==> src/rtl/load_store_unit_pkg.sv <==
// Shared definitions for the load/store unit: funct3 size codes, FSM encodings,
// the registered memory-operation record and small decode helpers.
// The funct3 codes and state encodings are also used by the instruction decoder.
package load_store_unit_pkg;

  // funct3 size codes (BU/HU are load-only)
  localparam logic [2:0] LSU_B  = 3'b000;
  localparam logic [2:0] LSU_H  = 3'b001;
  localparam logic [2:0] LSU_W  = 3'b010;
  localparam logic [2:0] LSU_BU = 3'b100;
  localparam logic [2:0] LSU_HU = 3'b101;

  // FSM state encodings
  localparam logic [1:0] ST_IDLE   = 2'd0;
  localparam logic [1:0] ST_ACCESS = 2'd1;
  localparam logic [1:0] ST_RESP   = 2'd2;

  // Request as it is driven onto the memory port, plus what the load path needs.
  typedef struct packed {
    logic        we;
    logic [31:0] addr;    // word-aligned
    logic [3:0]  be;
    logic [31:0] wdata;   // lane-replicated
    logic [2:0]  funct3;
    logic [1:0]  lane;    // original addr[1:0]
  } mem_op_t;

  function automatic logic is_illegal(input logic is_store, input logic [2:0] f3);
    case (f3)
      LSU_B, LSU_H, LSU_W: is_illegal = 1'b0;
      LSU_BU, LSU_HU:      is_illegal = is_store;
      default:             is_illegal = 1'b1;
    endcase
  endfunction

  function automatic logic is_misaligned(input logic [2:0] f3, input logic [1:0] a);
    case (f3)
      LSU_H, LSU_HU: is_misaligned = a[0];
      LSU_W:         is_misaligned = (a != 2'b00);
      default:       is_misaligned = 1'b0;
    endcase
  endfunction

  // Only called for legal, aligned stores.
  function automatic logic [3:0] store_be(input logic [2:0] f3, input logic [1:0] a);
    case (f3)
      LSU_B:   store_be = 4'b0001 << a;
      LSU_H:   store_be = a[1] ? 4'b1100 : 4'b0011;
      default: store_be = 4'b1111;
    endcase
  endfunction

  function automatic logic [31:0] store_data(input logic [2:0] f3, input logic [31:0] d);
    case (f3)
      LSU_B:   store_data = {4{d[7:0]}};
      LSU_H:   store_data = {2{d[15:0]}};
      default: store_data = d;
    endcase
  endfunction

endpackage

==> src/rtl/load_store_unit_load_extender.sv <==
// Purpose: pick the addressed byte/half out of a read word and sign/zero-extend it.
// Latency: combinational.
// Backpressure: none (pure function of its inputs).
// Ports: rdata (read word), lane (addr[1:0]), funct3 (size code) -> data (extended result).
module load_extender
  import load_store_unit_pkg::*;
(
  input  logic [31:0] rdata,
  input  logic [1:0]  lane,
  input  logic [2:0]  funct3,
  output logic [31:0] data
);

  logic [7:0]  byte_sel;
  logic [15:0] half_sel;

  always_comb begin
    byte_sel = rdata[7:0];
    case (lane)
      2'd0:    byte_sel = rdata[7:0];
      2'd1:    byte_sel = rdata[15:8];
      2'd2:    byte_sel = rdata[23:16];
      default: byte_sel = rdata[31:24];
    endcase
    half_sel = lane[1] ? rdata[31:16] : rdata[15:0];
  end

  always_comb begin
    data = 32'h0;
    case (funct3)
      LSU_B:   data = {{24{byte_sel[7]}}, byte_sel};
      LSU_H:   data = {{16{half_sel[15]}}, half_sel};
      LSU_W:   data = rdata;
      LSU_BU:  data = {24'h0, byte_sel};
      LSU_HU:  data = {16'h0, half_sel};
      default: data = 32'h0;
    endcase
  end

endmodule

==> src/rtl/load_store_unit.sv <==
// Purpose: memory-access stage; one load/store per request over a req/ack data-memory port.
// Latency: accept T -> mem_req T+1 -> rsp_valid one cycle after mem_ack; errors respond at T+1.
// Backpressure: req_ready only in IDLE; mem_req and its fields are held until mem_ack.
// Ports: req_* (request from ALU stage), mem_* (data-memory port), rsp_* (one-cycle result pulse
//        with extended load data, echoed rd, misaligned/illegal flags).
module load_store_unit
  import load_store_unit_pkg::*;
#(
  parameter int OPERAND_LENGTH  = 32,
  parameter int REG_ADDR_LENGTH = 5
) (
  input  logic                       clk,
  input  logic                       rst,
  input  logic                       req_valid,
  output logic                       req_ready,
  input  logic                       req_is_store,
  input  logic [2:0]                 req_funct3,
  input  logic [OPERAND_LENGTH-1:0]  req_addr,
  input  logic [OPERAND_LENGTH-1:0]  req_wdata,
  input  logic [REG_ADDR_LENGTH-1:0] req_rd,
  output logic                       mem_req,
  output logic                       mem_we,
  output logic [OPERAND_LENGTH-1:0]  mem_addr,
  output logic [OPERAND_LENGTH-1:0]  mem_wdata,
  output logic [3:0]                 mem_be,
  input  logic                       mem_ack,
  input  logic [OPERAND_LENGTH-1:0]  mem_rdata,
  output logic                       rsp_valid,
  output logic [OPERAND_LENGTH-1:0]  rsp_data,
  output logic [REG_ADDR_LENGTH-1:0] rsp_rd,
  output logic                       rsp_misaligned,
  output logic                       rsp_illegal
);

  logic [1:0]                 state;
  mem_op_t                    op_q;
  logic [REG_ADDR_LENGTH-1:0] rd_q;

  logic        accept;
  logic        req_mis;
  logic        req_ill;
  logic [31:0] load_data;

  assign req_ready = (state == ST_IDLE);
  assign accept    = req_valid & req_ready;
  assign req_mis   = is_misaligned(req_funct3, req_addr[1:0]);
  assign req_ill   = is_illegal(req_is_store, req_funct3);

  // Decoded straight from state so an async reset drops the request immediately.
  assign mem_req   = (state == ST_ACCESS);
  assign mem_we    = op_q.we;
  assign mem_addr  = op_q.addr;
  assign mem_wdata = op_q.wdata;
  assign mem_be    = op_q.be;

  load_extender u_load_extender (
    .rdata  (mem_rdata),
    .lane   (op_q.lane),
    .funct3 (op_q.funct3),
    .data   (load_data)
  );

  always_ff @(posedge clk or posedge rst) begin
    if (rst) begin
      state          <= ST_IDLE;
      op_q           <= '0;
      rd_q           <= '0;
      rsp_valid      <= 1'b0;
      rsp_data       <= '0;
      rsp_rd         <= '0;
      rsp_misaligned <= 1'b0;
      rsp_illegal    <= 1'b0;
    end else begin
      rsp_valid <= 1'b0;
      case (state)
        ST_IDLE: begin
          if (accept) begin
            rd_q <= req_rd;
            if (req_mis || req_ill) begin
              // Error path skips memory entirely; both flags may be set together.
              state          <= ST_RESP;
              rsp_valid      <= 1'b1;
              rsp_data       <= '0;
              rsp_rd         <= req_rd;
              rsp_misaligned <= req_mis;
              rsp_illegal    <= req_ill;
            end else begin
              state       <= ST_ACCESS;
              op_q.we     <= req_is_store;
              op_q.addr   <= {req_addr[31:2], 2'b00};
              op_q.be     <= req_is_store ? store_be(req_funct3, req_addr[1:0]) : 4'b0000;
              op_q.wdata  <= req_is_store ? store_data(req_funct3, req_wdata) : 32'h0;
              op_q.funct3 <= req_funct3;
              op_q.lane   <= req_addr[1:0];
            end
          end
        end
        ST_ACCESS: begin
          if (mem_ack) begin
            state          <= ST_RESP;
            rsp_valid      <= 1'b1;
            rsp_data       <= op_q.we ? 32'h0 : load_data;
            rsp_rd         <= rd_q;
            rsp_misaligned <= 1'b0;
            rsp_illegal    <= 1'b0;
          end
        end
        default: begin
          state <= ST_IDLE;
        end
      endcase
    end
  end

endmodule

==> config.mk <==
export PLATFORM = sky130hd
export DESIGN_NAME = load_store_unit
export DESIGN_NICKNAME = d
export VERILOG_FILES = /design/src/rtl/load_store_unit_pkg.sv /design/src/rtl/load_store_unit_load_extender.sv /design/src/rtl/load_store_unit.sv
export SDC_FILE = /design/constraint.sdc
export NUM_CORES = 1
export LEC_CHECK = 0
export CORE_ASPECT_RATIO = 1.75
export CORE_MARGIN = 5
export CORE_UTILIZATION = 30
export CTS_BUF_LIST = sky130_fd_sc_hd__clkbuf_16
export CTS_CLUSTER_DIAMETER = 100
export DETAILED_ROUTE_END_ITERATION = 10
export PLACE_DENSITY = 0.54
export SLEW_MARGIN = 20
export SYNTH_ARGS = -nofsm -noshare
export SYNTH_HDL_FRONTEND = slang
export SYNTH_SLANG_ARGS = --single-unit
==> constraint.sdc <==
create_clock -name clk -period 6 [get_ports clk]
set_input_delay 1.2 -clock clk [delete_from_list [all_inputs] [get_ports clk]]
set_output_delay 1.2 -clock clk [all_outputs]
set_load 0.005 [all_outputs]
=== After elaboration in Yosys (flattened, before gate mapping) ===
Cells that the tools add are included.
Widths: inputs -> output; s select.

* Equality and inequality tests: 14
* Shifts and indexed selects: 1
* Muxes and demuxes: 34
* Bitwise gates (word level): 2
* Reductions and logical operators: 14

{| class="wikitable"
|+ Operator list
! kind !! number
|-
| $mux 32 || 5
|-
| $pmux 32 s5 || 1
|-
| $pmux 32 s2 || 2
|-
| $pmux 8 s3 || 1
|-
| $mux 16 || 1
|-
| $mux 5 || 3
|-
| $eq 3x3->1 const B || 4
|-
| $pmux 1 s2 || 5
|-
| $pmux 5 s2 || 1
|-
| $mux 1 || 8
|-
| $mux 4 || 2
|-
| $pmux 4 s2 || 1
|-
| $eq 3x1->1 const B || 2
|-
| $eq 3x2->1 const B || 2
|-
| $logic_not 3->1 || 2
|-
| $mux 2 || 3
|-
| $ne 2x1->1 const B || 3
|-
| $eq 2x1->1 const B || 2
|-
| $logic_not 2->1 || 2
|-
| $pmux 2 s2 || 1
|-
| $reduce_and 2->1 || 2
|-
| $reduce_and 4->1 || 1
|-
| $reduce_bool 2->1 || 2
|-
| $reduce_or 2->1 || 2
|-
| 7 further kinds || 7
|}

* Flip-flop bits (word level): 119
* Input port bits: 109
* Output and inout port bits: 111

=== Logic depth before layout (Yosys ltp) ===
* Depth after elaboration: 7
* Gate-level depth with buffers: 7

=== Cells and area by module ===
From an unflattened synthesis, not the netlist that was laid out.

* Cell total of the unflattened synthesis: 607
* Area total of the unflattened synthesis: 6616.3 um^2

{| class="wikitable"
|+ Modules (own cells, without submodules)
! module !! instances !! cells each !! area each (um^2)
|-
| load_store_unit || 1 || 474 || 5571.6
|-
| load_extender || 1 || 133 || 1044.8
|}

=== Least setup slack after synthesis ===
No wires, ideal clock.

* Path kind: input to register
* From: in req_valid
* To: reg rsp_data[3]
* Library setup time: 0.126 ns
* Arrival: 2.377 ns
* Slack: 3.497 ns
* Stages: 4
* Path buffers: 1
* Cells stage by stage: or3b_1 -> o32a_1 -> buf_2 -> a221o_1

* Longest elaborated chain between the ends: 3

{| class="wikitable"
|+ RTL lines
! what !! line !! text
|-
| start, declared || load_store_unit.sv:14 || <nowiki>input logic req_valid,</nowiki>
|-
| $and 1x1->1 || load_store_unit.sv:45 || <nowiki>assign accept = req_valid & req_ready;</nowiki>
|-
| $ne 2x1->1 (no line) || n/a ||
|-
| $reduce_and 4->1 (no line) || n/a ||
|-
| end signal, assigned || load_store_unit.sv:102 || <nowiki>rsp_data <= op_q.we ? 32'h0 : load_data;</nowiki>
|-
| end, declared || load_store_unit.sv:29 || <nowiki>output logic [OPERAND_LENGTH-1:0] rsp_data,</nowiki>
|}

No other way between the ends.
A chain may end at the register's enable or synchronous reset.

=== Final worst setup path ===
* From: in req_is_store
* To: reg op_q (netlist bit mem_addr[29])

* Longest elaborated chain between the ends: 4

{| class="wikitable"
|+ RTL lines
! what !! line !! text
|-
| start, declared || load_store_unit.sv:16 || <nowiki>input logic req_is_store,</nowiki>
|-
| $pmux 1 s2 || load_store_unit_pkg.sv:29 || <nowiki>case (f3)</nowiki>
|-
| $logic_or 1x1->1 || load_store_unit.sv:79 || <nowiki>if (req_mis || req_ill) begin</nowiki>
|-
| $not 1->1 (no line) || n/a ||
|-
| $reduce_and 3->1 (no line) || n/a ||
|-
| end, declared || load_store_unit.sv:36 || <nowiki>mem_op_t op_q;</nowiki>
|}

No other way between the ends.

==> out/qor.yml <==
outcome:
  status: "completed"
synth:
  synthCells: 587
  synth_top_area_frac: 0.481
  synth-edff-count: 0
  ys_warn_count: 0
  ys_seq_area_frac: 0.481
  synth_flop_cell: "dfrtp_1"
  yosys-top-cells-count: "dfrtp_1 (119), nand2_1 (95), buf_4 (69)"
  synth_top_cell_by_area: "dfrtp_1"
  async_flop_share: 1.00
  ys_ff_latch: 119
  synth.most_common_cell: "dfrtp_1"
  synthTopCellsByArea: "dfrtp_1 (48%), mux2_2 (11%), buf_4 (8.4%)"
  yosysUniqueCellTypes: 38
  syn-mean-instance-area_um2: 10.5
  syn_area_mm2: 0.00619
route:
  drt_wl_total_mm: 18.7
  avgRoutedWirePerCell_um: 19.0
  viasPerCell: 4.90
  first_pass_iters: 4
  route.detailed.drc: 0
  drt_iter0_drc: 265
  vias: 4807
  drtAntennaViolNets: 0
grt:
  grt_max_degree: 103
  busiest_layer: "met2"
  use_met2: 0.282
  grt_pass1_wl_mm: 29.7
  met3_usage: 0.0623
  grt_util_met1: 0.169
  grt_usage: 0.160
  overflow: 0
  grt_pass1_vias: 5197
  antenna_found_initial: 0
power_and_ir_drop:
  power_frac_seq: 0.364
  ir_worst_vdd_mv: 0.216
  p_sw_mw: 0.929
  cellPowerDensity_mw_per_mm2: 373
  p_int_mw: 2.28
  pwr-share-clk: 0.297
  p_leak_nw: 3.75
  p_sw_frac: 0.290
  pwr-share-comb: 0.338
sta:
  maxSlewViolCount: 0
  period_share: 0.652
  setup_viol: 0
  fin_skew_ns: 0.00434
  fmax_mhz: 256
  max_slew.worst_pin.slew_ns: 1.04
  fin_hold_ws_ns: 0.477
  setup_tns_ns: 0
  hold_violations: 0
  rsz0062_at_grt: "false"
  finalCriticalPeriod_ns: 3.91
  slew_headroom: 0.304
floorplan:
  core-area_mm2: 0.0203
  initial_core_util: 0.305
  ios: 220
  die_h_um: 200
  dieArea_mm2: 0.0237
  die_x_um: 119
  rows: 69
worst_setup_path:
  crit_required_ns: 6.30
  setup.worst_path.start: "req_is_store"
  critPathMaxFanout: 102
  start_kind: "input pin"
  rrSetupSlack_ns: 3.35
  r2r_start: "op_q[1]"
  worst_r2r_path_depth: 5
  path_class: "input pin to flip-flop"
  rr_endpoint: "rsp_data[10]"
  crit_end: "mem_addr[29]"
  arrival_ns: 4.21
  end_kind: "flip-flop"
clocking:
  cts_buffers: 17
  post_cts_buffers: 0
  cts-root-buf: "clkbuf_16"
  cts.clk_slew.worst_paths_ns: 0.05
  tritoncts: "yes"
  clock_path_buffers: 2
  clkLatencyLatePin_ns: 0.42
  cts.sinks: 119
  cts_resized: 0
  cts_hold_buf: 0
  htreeDepth: 4
placed_design:
  dp_hpwl_mm: 14.0
  port_buffers: 217
  gp_congestion: 0.887
  placed_area_mm2: 0.00803
layout:
  drive_above_1_share: 0.142
  fillers: 1978
  design_area_mm2: 0.00861
  antenna-diode-count: 0
  layout.nets: 830
  syn2layout_area_growth_pct: 39.2
job:
  max_cap_viol_count: 0
worst_hold_path:
  hp-class: "flip-flop to flip-flop"
power by group through the flow:
| stage | registers [mW] | clock network (mW) | logic (mW) |
|---|---|---|---|
| 2_1_floorplan | 1.13 | 0 | 0.706 |
| 3_3_place_gp | 1.17 | 0 | 1.09 |
| 3_5_place_dp | 1.18 | 0 | 1.10 |
| 4_1_cts | 1.17 | 0.983 | 1.11 |
| 5_1_grt | 1.20 | 1.02 | 1.18 |
| 6_report | 1.17 | 0.953 | 1.09 |
placed cells by master (no fill, tap or decap), types with 2 or more instances in the layout:
master           instances
a211oi_1                 2
a21o_1                  18
a221o_1                  8
a22o_1                   8
a31oi_1                 16
buf_4                    5
bufinv_16                2
clkbuf_16               17
clkdlybuf4s50_1        217
clkinv_1                 3
clkinv_2                 4
conb_1                   2
dfrtp_1                119
inv_1                    8
mux2_2                  58
mux2i_1                 20
mux4_2                   8
nand2_1                 95
nand2b_1                 3
nor2_1                  22
nor2b_1                  8
nor3_1                   2
nor3b_2                  2
o211ai_1                 7
o21ai_0                 39
o21ai_1                  5
o31ai_1                 18
state kept, by name, summed over array words and instances, names as in the netlist:
name / count
mem_be: 4
rsp_illegal: 1
rsp_rd: 5
mem_we: 1
rsp_data: 32
rsp_misaligned: 1
rsp_valid: 1
mem_addr: 30
state: 2
rd_q: 5
mem_wdata: 32
op_q: 5
metal layers:
metal,up-vias,share of wire
met2,210,0.51
li1,2263,-
met3,33,0.083
met5,-,0
met4,0,0.033
met1,2301,0.37
metrics by stage:
stage	util	instances	total power, mW	setup WS [ns]
2_1_floorplan	-	588	1.84	1.64
4_1_cts	0.423	981	3.26	2.12
3_5_place_dp	0.396	949	2.29	1.66
6_report	0.424	982	3.21	2.09
3_3_place_gp	0.396	949	2.26	1.76
5_1_grt	0.424	982	3.41	1.88
worst max-delay path, stage by stage:
cell and delay [ns]:
clkdlybuf4s50_1 1.15, a221oi_2 0.20, o21ai_4 0.33, buf_4 0.80
mux2_2 0.42
area by class of cell:
| type | count | area (µm²) | area share |
|---|---|---|---|
| clock buffers | 17 | 425 | 0.0494 |
| multi-input cells | 355 | 2510 | 0.292 |
| flip-flops and latches | 119 | 2980 | 0.346 |
| repair buffers | 223 | 2240 | 0.260 |
| clock inverters | 15 | 123 | 0.0142 |
| well taps | 248 | 310 | 0.0360 |
| inverters | 5 | 21.3 | 0.00247 |
worst min-delay path by stage:
| stage | from | to | slack, ns | cells past startpoint |
|---|---|---|---|---|
| after floorplan | mem_be[2] | mem_be[2] | 0.45 | 2 |
| after global placement | mem_be[0] | mem_be[0] | 0.46 | 1 |
| after detailed placement | rsp_data[31] | rsp_data[31] | 0.47 | 1 |
| after CTS | mem_wdata[27] | mem_wdata[27] | 0.48 | 2 |
| after global routing | rsp_data[30] | rsp_data[30] | 0.50 | 1 |
| final | mem_wdata[14] | mem_wdata[14] | 0.48 | 2 |
cells by family (layout without fill, tap and decap cells):
group,count (synthesis),in the layout,share of synthesized area
and+or+nand+nor,140,140,0.0967
AOI/OAI and AO/OA,127,127,0.140
DFF,119,119,0.481
buffers and inverters,114,260,0.115
muxes,86,86,0.167
other,1,2,0.000606
Note: power is estimated with default switching activity, not from simulation.
